**src/rtl/row_fetcher_pkg.sv**
```systemverilog
// Shared widths, FSM state encoding and row-to-word address helper for row_fetcher.
package row_fetcher_pkg;

    localparam int unsigned WORD_W        = 24;
    localparam int unsigned ROW_W         = 72;
    localparam int unsigned WORDS_PER_ROW = 3;
    localparam int unsigned NUM_ROWS      = 6;
    localparam int unsigned ADDR_W        = 6;

    typedef enum logic [2:0] {
        IDLE,
        RD0,
        RD1,
        RD2,
        DRAIN0,
        DRAIN1,
        HOLD
    } state_t;

    // First word address of a row: 3*row, computed as (row << 1) + row in ADDR_W bits.
    function automatic logic [ADDR_W-1:0] row_base(input logic [2:0] r);
        logic [ADDR_W-1:0] r_ext;
        r_ext = {{(ADDR_W-3){1'b0}}, r};
        return (r_ext << 1) + r_ext;
    endfunction

endpackage

```
**src/rtl/row_fetcher.sv**
```systemverilog
// Fetches one 72-bit row as three 24-bit words from a registered-read memory and holds it
// until accepted. Define ROW_CHECK_EN to reject row indices above 5 with a one-cycle err pulse.
module row_fetcher
    import row_fetcher_pkg::*;
(
    input  logic              clk,
    input  logic              reset,
    input  logic              start,
    input  logic [2:0]        row,
    output logic              busy,
    output logic              DataMEMRead,
    output logic [ADDR_W-1:0] address,
    input  logic [WORD_W-1:0] R_data,
    output logic [ROW_W-1:0]  row_data,
    output logic              row_valid,
    input  logic              row_ready,
    output logic              err
);

    state_t            state;
    logic              pending;
    logic [2:0]        pend_row;
    logic [ADDR_W-1:0] base;
    logic              accept;
    logic              row_ok;

    // A request is taken only from an idle block with nothing already queued.
    assign accept = start && (state == IDLE) && !pending;

`ifdef ROW_CHECK_EN
    logic err_pulse;

    assign row_ok = (row < 3'(NUM_ROWS));
    assign err    = err_pulse;

    always_ff @(posedge clk) begin
        if (reset) begin
            err_pulse <= 1'b0;
        end else begin
            err_pulse <= accept && !row_ok;
        end
    end
`else
    assign row_ok = 1'b1;
    assign err    = 1'b0;
`endif

    always_ff @(posedge clk) begin
        if (reset) begin
            state       <= IDLE;
            pending     <= 1'b0;
            pend_row    <= '0;
            base        <= '0;
            busy        <= 1'b0;
            DataMEMRead <= 1'b0;
            address     <= '0;
            row_data    <= '0;
            row_valid   <= 1'b0;
        end else begin
            pending <= accept && row_ok;
            if (accept) begin
                pend_row <= row;
            end

            // Memory returns word k one cycle after its strobe; it is captured at the end of
            // the cycle in which it is presented (states RD1, RD2, DRAIN0).
            unique case (state)
                IDLE: begin
                    if (pending) begin
                        base        <= row_base(pend_row);
                        address     <= row_base(pend_row);
                        DataMEMRead <= 1'b1;
                        busy        <= 1'b1;
                        state       <= RD0;
                    end
                end
                RD0: begin
                    address <= base + ADDR_W'(1);
                    state   <= RD1;
                end
                RD1: begin
                    address               <= base + ADDR_W'(2);
                    row_data[0 +: WORD_W] <= R_data;
                    state                 <= RD2;
                end
                RD2: begin
                    DataMEMRead                <= 1'b0;
                    row_data[WORD_W +: WORD_W] <= R_data;
                    state                      <= DRAIN0;
                end
                DRAIN0: begin
                    row_data[2*WORD_W +: WORD_W] <= R_data;
                    state                        <= DRAIN1;
                end
                DRAIN1: begin
                    row_valid <= 1'b1;
                    state     <= HOLD;
                end
                HOLD: begin
                    if (row_ready) begin
                        row_valid <= 1'b0;
                        busy      <= 1'b0;
                        state     <= IDLE;
                    end
                end
                default: begin
                    state <= IDLE;
                end
            endcase
        end
    end

endmodule

```
**config.mk**
```make
export PLATFORM = sky130hd
export DESIGN_NAME = row_fetcher
export DESIGN_NICKNAME = d
export VERILOG_FILES = /design/src/rtl/row_fetcher_pkg.sv /design/src/rtl/row_fetcher.sv
export SDC_FILE = /design/constraint.sdc
export NUM_CORES = 1
export LEC_CHECK = 0
export CORE_UTILIZATION = 49
export CTS_CLUSTER_DIAMETER = 30
export DETAILED_ROUTE_END_ITERATION = 16
export PLACE_DENSITY_LB_ADDON = 0.25
export SYNTH_ARGS = -nofsm -noshare
export SYNTH_HDL_FRONTEND = slang
export SYNTH_SLANG_ARGS = --single-unit
```
**constraint.sdc**
```tcl
create_clock -name clk -period 2.9 [get_ports clk]
set_clock_uncertainty 0.15 [all_clocks]
set_input_delay 0.58 -clock clk [delete_from_list [all_inputs] [get_ports clk]]
set_output_delay 0.58 -clock clk [all_outputs]
set_load 0.01 [all_outputs]
```
# Word-level counts from Yosys, hierarchy flattened
# Index checks and enable logic that the tools add are counted.
[word_totals] regBits=94 latch_bits=0 ram_bits=0 romBits=0 in_bits=31 out_inout_bits=82 word_cells=46 mem_count=0
[op_classes] addsub=3 mul=0 div_mod_pow=0 magnitude_cmp=0 eq_ne=8 shift=0 n_mux=10 bitwise=0 reduce_logical=14
[ops] operator="one-hot mux 3 bit (7 select lines)" n=1
[ops] operator="one-hot mux 6 bit (3 select lines)" n=1
[ops] operator="AND reduction 2 bit" n=5
[ops] operator="== test 3 bit, second input constant" n=3
[ops] operator="adder 6 x 1 -> 6 bit, second input constant" n=1
[ops] operator="adder 6 x 2 -> 6 bit, second input constant" n=1
[ops] operator="== test 3 x 2 -> 1 bit, second input constant" n=2
[ops] operator="2-to-1 mux 3 bit" n=2
[ops] operator="2-to-1 mux 6 bit" n=1
[ops] operator="one-hot mux 1 bit (2 select lines)" n=3
[ops] operator="nonzero test 2 bit" n=3
[ops] operator="adder 4 x 3 -> 5 bit" n=1
[ops] operator="inequality test 2 bit, second input constant" n=2
[ops] operator="== test 3 x 1 -> 1 bit, second input constant" n=1
[ops] operator="zero test 3 bit" n=1
[ops] operator="AND reduction 3 bit" n=1
[ops] operator="nonzero test 3 bit" n=1
[ops] operator="logical AND 1 bit" n=2
[ops] operator="2-to-1 mux 1 bit" n=2
[ops] operator="zero test 1 bit" n=1

# Longest topological paths before layout
# Gate-level depths: netlist (run 1).
[logic_depth] ltp_word=3 mapped_depth=6

# Least setup slack after synthesis (run 1)
# Ideal clock, no wire load.
[synth_path] path_type="flip-flop to flip-flop" from="register state[0]" to="register pend_row[1]" setup_time_ns=0.128 arrival_ns=1.483 required_ns=2.622 slack_ns=1.140 path_stages_with_launch=7 path_buffers=2 synth_period_minus_slack_ns=1.760 path_cell_list="dfxtp_1 or2_1 buf_6 or4b_4 buf_6 mux2i_1 nor2_1"
[synth_between] elab_chain_len=3
[synth_rtl] element="from (decl)" line="row_fetcher.sv:20" text="state_t state;"
[synth_rtl] element="from (signal assigned)" line="row_fetcher.sv:50" text="state <= IDLE;"
[synth_rtl] element="from (signal assigned)" line="row_fetcher.sv:74" text="state <= RD0;"
[synth_rtl] element="from (signal assigned)" line="row_fetcher.sv:79" text="state <= RD1;"
[synth_rtl] element="zero test 3 bit" line="row_fetcher.sv:28" text="assign accept = start && (state == IDLE) && !pending;"
[synth_rtl] element="logical AND 1 bit (2 in series)" line="row_fetcher.sv:28"
[synth_rtl] element="to (signal assigned)" line="row_fetcher.sv:62" text="pend_row <= row;"
[synth_rtl] element="to (decl)" line="row_fetcher.sv:22" text="logic [2:0] pend_row;"
# Every way passes these cells.
# A chain may end at the register's enable or synchronous reset.

# Worst setup path in the final report (run 1)
[layout_path] from="register state[1]" to="register row_data[14]"
[layout_between] elab_chain_len=1
[layout_rtl] element="== test 3 x 2 -> 1 bit" line="row_fetcher.sv:67" text="unique case (state)"
[layout_rtl] element="to (signal, indexed assignment)" line="row_fetcher.sv:83" text="row_data[0 +: WORD_W] <= R_data;"
[layout_rtl] element="to (signal, indexed assignment)" line="row_fetcher.sv:88" text="row_data[WORD_W +: WORD_W] <= R_data;"
[layout_rtl] element="to (signal, indexed assignment)" line="row_fetcher.sv:92" text="row_data[2*WORD_W +: WORD_W] <= R_data;"
[layout_rtl] element="to (decl)" line="row_fetcher.sv:14" text="output logic [ROW_W-1:0] row_data,"
# Every way passes these cells.

==> impl_metrics.env, run 1 <==
export IMPL_first_pass_iters=4
export IMPL_nNetsFinal=576
export IMPL_synthesis_area_mm2=0.00356
export IMPL_fin_ws_ns=0.732
export IMPL_ys_types=38
export IMPL_slowest_delay_ns=0.61
export IMPL_hold_viol=0
export IMPL_ir_worst_vdd_mv=0.370
export IMPL_synth_area_per_cell_um2=8.03
export IMPL_fp_row_count=30
export IMPL_fin_crit_ns=2.17
export IMPL_overflow=0
export IMPL_io_pins=113
export IMPL_rsz0062_at_grt="no"
export IMPL_dp_hpwl_um=5970
export IMPL_setup_tns_final_ns=0
export IMPL_clock_sinks=93
export IMPL_die_x_um=87.3
export IMPL_first_global_vias=3000
export IMPL_via_per_inst=5.13
export IMPL_drive_gt1_share_pct=4.97
export IMPL_yosysWarnings=0
export IMPL_ant_nets=0
export IMPL_crit_slowest_cell="dfxtp_1"
export IMPL_cts_setup_buffers=0
export IMPL_cts_tree="yes"
export IMPL_routed_wl_um=9110
export IMPL_n_antenna_cell=0
export IMPL_drt_wirelength_per_cell_um=14.3
export IMPL_ys_ff_latch=93
export IMPL_cts_buffer_depth=2
export IMPL_cp_max_fo=24
export IMPL_cp_end_kind="register"
export IMPL_clk_latency_ns=0.35
export IMPL_gp_congestion=0.846
export IMPL_netlist_instances=444
export IMPL_cp_cell_sequence="nor2b_1 -> nand2b_1 -> nand2_1 -> a21oi_1"
export IMPL_portBuffers=111
export IMPL_fin_hold_ws_ns=0.306
export IMPL_grt_first_pass_wirelength_um=14000
export IMPL_drt_iter0_markers=178
export IMPL_grt_use_total_pct=23.8
export IMPL_post_route_period_util_pct=74.8
export IMPL_cts_resized=0
export IMPL_relSlewSlack_pct=38.8
export IMPL_worstPathArrival_ns=2.23
export IMPL_max_slew_worst_pin_slew_ns=0.918
export IMPL_synth_fp_nets=481
export IMPL_status="complete, no violations"
export IMPL_place_ws_ns=0.746
export IMPL_syn2layout_area_growth_pct=39.4
export IMPL_leakage_nw=1.71
export IMPL_die_area_mm2=0.00762
export IMPL_die_h_um=87.3
export IMPL_hold_class="register to register"
export IMPL_path_class="register to register"
export IMPL_cts_root_buf="clkbuf_8"
export IMPL_required_ns=2.96
export IMPL_cp_num_buf_inv=0
export IMPL_initial_utilization_pct=51.6
export IMPL_setup_viol=0
export IMPL_startpoint_type="register"
export IMPL_grt_max_degree=94
export IMPL_cpLargestDelayFamily="simple AND/OR/NAND/NOR gates"
export IMPL_fmax_mhz=461
export IMPL_ctsHoldBuffers=0
export IMPL_drc_errors=0
export IMPL_cts_buffers=9
export IMPL_seq_area_frac_synth_pct=52.2
export IMPL_antenna_found_initial=0
export IMPL_power_density_mw_per_mm2=577
export IMPL_slew_violations=0
export IMPL_dr_total_vias=3280
export IMPL_core_area_mm2=0.00691
export IMPL_cts_clk_slew_worst_paths_ns=0.09
export IMPL_cap_violations=0
export IMPL_cts_max_level=3
[flip-flops by register name (all words and copies together), names as in the netlist]
signal and flops:
pend_row 3, base 5, busy 1, address 6, DataMEMRead 1, row_data 72
pending 1, row_valid 1, state 3
[power breakdown]
part / internal (mW) / switching, mW / total [mW]
clock network: 0.656 / 0.434 / 1.09
registers: 1.33 / 0.0521 / 1.39
logic: 0.191 / 0.201 / 0.392
[cells in the final DEF, fill, tap and decap left out, drive strengths merged]
cell / count
ha: 5
nand2b: 1
o21a: 1
a21oi: 83
or3: 1
mux2i: 6
o211a: 1
and2: 1
o21ai: 4
nor2b: 3
buf: 7
inv: 3
clkinvlp: 1
conb: 1
a311oi: 2
a21boi: 1
nand3: 4
a22oi: 2
a2111oi: 1
a2bb2oi: 1
nor2: 24
clkinv: 1
o211ai: 1
xnor2: 3
a211oi: 5
xor2: 1
or2: 2
clkbuf: 9
fa: 1
a221oi: 1
dfxtp: 93
clkdlybuf4s50: 110
nand2: 151
or4b: 1
nor3b: 3
o221ai: 1
nor3: 3
bufinv: 4
[worst reg2reg max path, delay by kind of cell, from the launching register on]
kind / cells / cell delay (ns)
AOI/OAI and AO/OA: 1 / 0.10
DFF: 1 / 0.61
and+or+nand+nor: 3 / 1.17
[per-layer routing]
layer | track usage (%) | up-vias | routed length (µm)
li1 | - | 1646 | -
met1 | 29.7 | 1515 | 3800
met2 | 40.8 | 109 | 4570
met3 | 4.55 | 10 | 628
met4 | 9.09 | 0 | 110
met5 | 0 | - | 0
[cells in the mapped netlist]
cell / count / area, µm²
buf_2: 3 / 15.0
mux2i_1: 6 / 60.1
and2_1: 1 / 6.26
a21boi_0: 1 / 7.51
clkbuf_1: 27 / 101
or3_1: 1 / 6.26
xor2_1: 1 / 8.76
o221ai_1: 1 / 8.76
nor3_1: 3 / 15.0
nor3b_1: 2 / 15.0
nand2b_1: 1 / 6.26
dfxtp_1: 93 / 1860
conb_1: 1 / 3.75
o211a_1: 1 / 10.0
or2_2: 1 / 6.26
a21oi_1: 83 / 415
nor3b_4: 1 / 18.8
o21a_1: 1 / 7.51
a22oi_1: 2 / 15.0
ha_1: 5 / 62.6
nor2_1: 24 / 90.1
nor2b_1: 3 / 18.8
a311oi_1: 2 / 17.5
nand3_1: 4 / 20.0
a2bb2oi_1: 1 / 8.76
buf_6: 2 / 22.5
fa_1: 1 / 20.0
a221oi_1: 1 / 8.76
buf_4: 1 / 7.51
a2111oi_0: 1 / 8.76
o21ai_0: 4 / 20.0
xnor2_1: 3 / 26.3
nand2_1: 151 / 567
a211oi_1: 5 / 37.5
o211ai_1: 1 / 7.51
inv_1: 3 / 11.3
or2_1: 1 / 6.26
or4b_4: 1 / 13.8
[per-stage QoR]
stage	cells	power [mW]	instance area, µm²	util, %
after floorplan	444	1.62	3560	-
after global placement	624	1.79	4710	68.2
after detailed placement	624	1.81	4710	68.2
after CTS	639	2.89	4970	71.9
after global routing	639	2.98	4970	71.9
final	639	2.87	4970	71.9
[final timing paths]
kind,startpoint,end,slack (ns),cells past startpoint
worst max-delay path,state[1],row_data[14],0.73,4
worst min-delay path,row_data[55],row_data[55],0.31,2
worst max register to register,state[1],row_data[14],0.73,4
worst min register to register,row_data[55],row_data[55],0.31,2
[kinds of logic (layout without fill, tap and decap cells)]
| group | after synthesis | after routing | share of synthesized area, % |
|---|---|---|---|
| fa+ha+maj | 6 | 6 | 2.32 |
| simple gates | 194 | 194 | 22.2 |
| flops | 93 | 93 | 52.2 |
| xor+xnor | 4 | 4 | 0.983 |
| other cells | 1 | 1 | 0.105 |
| buf+inv | 36 | 135 | 4.42 |
| compound gates | 104 | 104 | 16.1 |
| mux | 6 | 6 | 1.69 |
[cell type report]
class | instances | area [µm²]
Fill cell | 564 | 1940
Inverter | 3 | 11.3
Clock buffer | 9 | 124
Sequential cell | 93 | 1860
Multi-Input combinational cell | 315 | 1550
Timing Repair Buffer | 117 | 1160
Tap cell | 96 | 120
Clock inverter | 6 | 136
No activity file was read; power rests on OpenSTA's default activity.
==> run 2, diff against run 1 <==
- CORE_UTILIZATION: 49 -> 46
- clock period: 2.9 -> 2.2 ns (I/O delays scaled with it)
==> run 2 against run 1 <==
  * Critical endpoint is now pend_row[1]
  * Die area is 6.4% higher
  * Final cell count up 1.1%
  * Largest power group unchanged
  * Highest routed layer unchanged
  * Via count up 0.27%
  * Core utilization shrank 4.5 points
  * Power rose by 26%
  * Critical path type unchanged
  * Final area is the same
  * Sequential power grew 31%
  * Register-to-register slack got worse by 0.46 ns
==> impl_metrics.env, run 2 (synthesis results as in run 1) <==
export IMPL_syn2layout_area_growth_pct=39.4
export IMPL_utilization_pct=67.4
export IMPL_ant_nets=0
export IMPL_slew_violations=0
export IMPL_cts_buffer_depth=2
export IMPL_overflow=0
export IMPL_cts_root_buf="clkbuf_8"
export IMPL_cp_max_fo=14
export IMPL_num_fill_cells=632
export IMPL_post_route_period_util_pct=87.5
export IMPL_drt_wirelength_per_cell_um=14.0
export IMPL_max_slew_worst_pin_slew_ns=0.736
export IMPL_fp_row_count=31
export IMPL_hold_class="register to register"
export IMPL_portBuffers=111
export IMPL_antenna_found_initial=0
export IMPL_io_pins=113
export IMPL_ir_worst_vdd_mv=0.401
export IMPL_first_pass_iters=4
export IMPL_via_per_inst=5.09
export IMPL_drt_iter0_markers=93
export IMPL_initial_utilization_pct=48.4
export IMPL_status="complete, no violations"
export IMPL_required_ns=2.29
export IMPL_setup_viol=0
export IMPL_die_h_um=90.0
export IMPL_cap_violations=0
export IMPL_startpoint_type="register"
export IMPL_totalPowerFinal_mw=3.61
export IMPL_worstPathArrival_ns=2.01
export IMPL_final_common_cell="nand2_1"
export IMPL_first_global_vias=3143
export IMPL_dr_total_vias=3289
export IMPL_grt_max_degree=52
export IMPL_ctsHoldBuffers=0
export IMPL_setup_tns_final_ns=0
export IMPL_path_class="register to register"
export IMPL_fmax_mhz=520
export IMPL_clk_latency_ns=0.35
export IMPL_clock_sinks=93
export IMPL_gp_congestion=0.843
export IMPL_cts_max_level=3
export IMPL_leakage_nw=1.71
export IMPL_grt_first_pass_wirelength_um=15100
export IMPL_reg_largest_list="row_data x72, address x6, base x5"
export IMPL_stdcell_count=646
export IMPL_n_antenna_cell=0
export IMPL_top_register="row_data"
export IMPL_fin_crit_ns=1.92
export IMPL_drc_errors=0
export IMPL_cp_end_kind="register"
export IMPL_core_area_mm2=0.00737
export IMPL_relSlewSlack_pct=50.9
export IMPL_cts_tree="yes"
export IMPL_final_cell_mix="nand2_1 (151), clkdlybuf4s50_1 (110), dfxtp_1 (93)"
export IMPL_rsz0062_at_grt="no"
export IMPL_drive_gt1_share_pct=5.67
export IMPL_nNetsFinal=580
export IMPL_die_area_mm2=0.00810
export IMPL_cts_buffers=9
export IMPL_power_density_mw_per_mm2=728
export IMPL_grt_use_total_pct=23.1
export IMPL_routed_wl_um=9020
export IMPL_hold_viol=0
export IMPL_cts_clk_slew_worst_paths_ns=0.09
export IMPL_dp_hpwl_um=6310
export IMPL_place_inst=631
export IMPL_die_x_um=90.0
export IMPL_largest_reg_flops=72
## run 2: changes by cell type in the layout (fill, tap and decap cells not counted), sizes merged
cell,change
bufinv,-2
inv,+1
clkbuf,+1
buf,+4
## run 2: stage by stage
step | instance area [µm²] | worst slack [ns] | hold slack (ns)
3_3_place_gp | 4740 | 0.304 | 0.292
4_1_cts | 4960 | 0.144 | 0.306
6_report | 4970 | 0.276 | 0.305
3_5_place_dp | 4740 | 0.186 | 0.298
5_1_grt | 4970 | 0.130 | 0.328
2_1_floorplan | 3560 | 0.440 | 0.331
## run 2: layout make-up
type | instances | area [µm²] | share of cell area, %
Clock buffer | 10 | 138 | 2.77
Clock inverter | 5 | 83.8 | 1.69
Inverter | 3 | 11.3 | 0.227
Multi-Input combinational cell | 315 | 1560 | 31.3
Sequential cell | 93 | 1860 | 37.5
Tap cell | 99 | 124 | 2.49
Timing Repair Buffer | 121 | 1190 | 24.0
## run 2: routing by layer
layer,vias up,track usage (%),wire [µm]
met3,13,3.81,426
met4,0,9.81,140
met2,93,40.3,4520
met1,1532,28.1,3930
li1,1651,-,-
met5,-,0,0
## run 2: worst paths after layout
path,startpoint,endpoint,slack [ns],cells past startpoint
setup / recovery,state[0],pend_row[1],0.28,4
hold / removal,row_data[3],row_data[3],0.31,2
setup reg to reg,state[0],pend_row[1],0.28,4
hold reg to reg,row_data[3],row_data[3],0.31,2
## run 2: what timing repair did
item                                    in CTS  in global routing
setup buffers                                0                  0
gates resized for setup                      0                  1
endpoints found under the setup margin       0                 20
## run 2: critical path, cell delays in order (launching register included)
cell,delay (ns)
dfxtp_1,0.44
or2_1,0.39
or4b_4,0.60
mux2i_1,0.17
nor2_1,0.05
## run 2: power by group
group	internal [mW]	leakage, nW	switching, mW
sequential	1.76	0.753	0.0611
combinational	0.261	0.847	0.271
clock	0.671	0.110	0.592
total	2.69	1.71	0.924
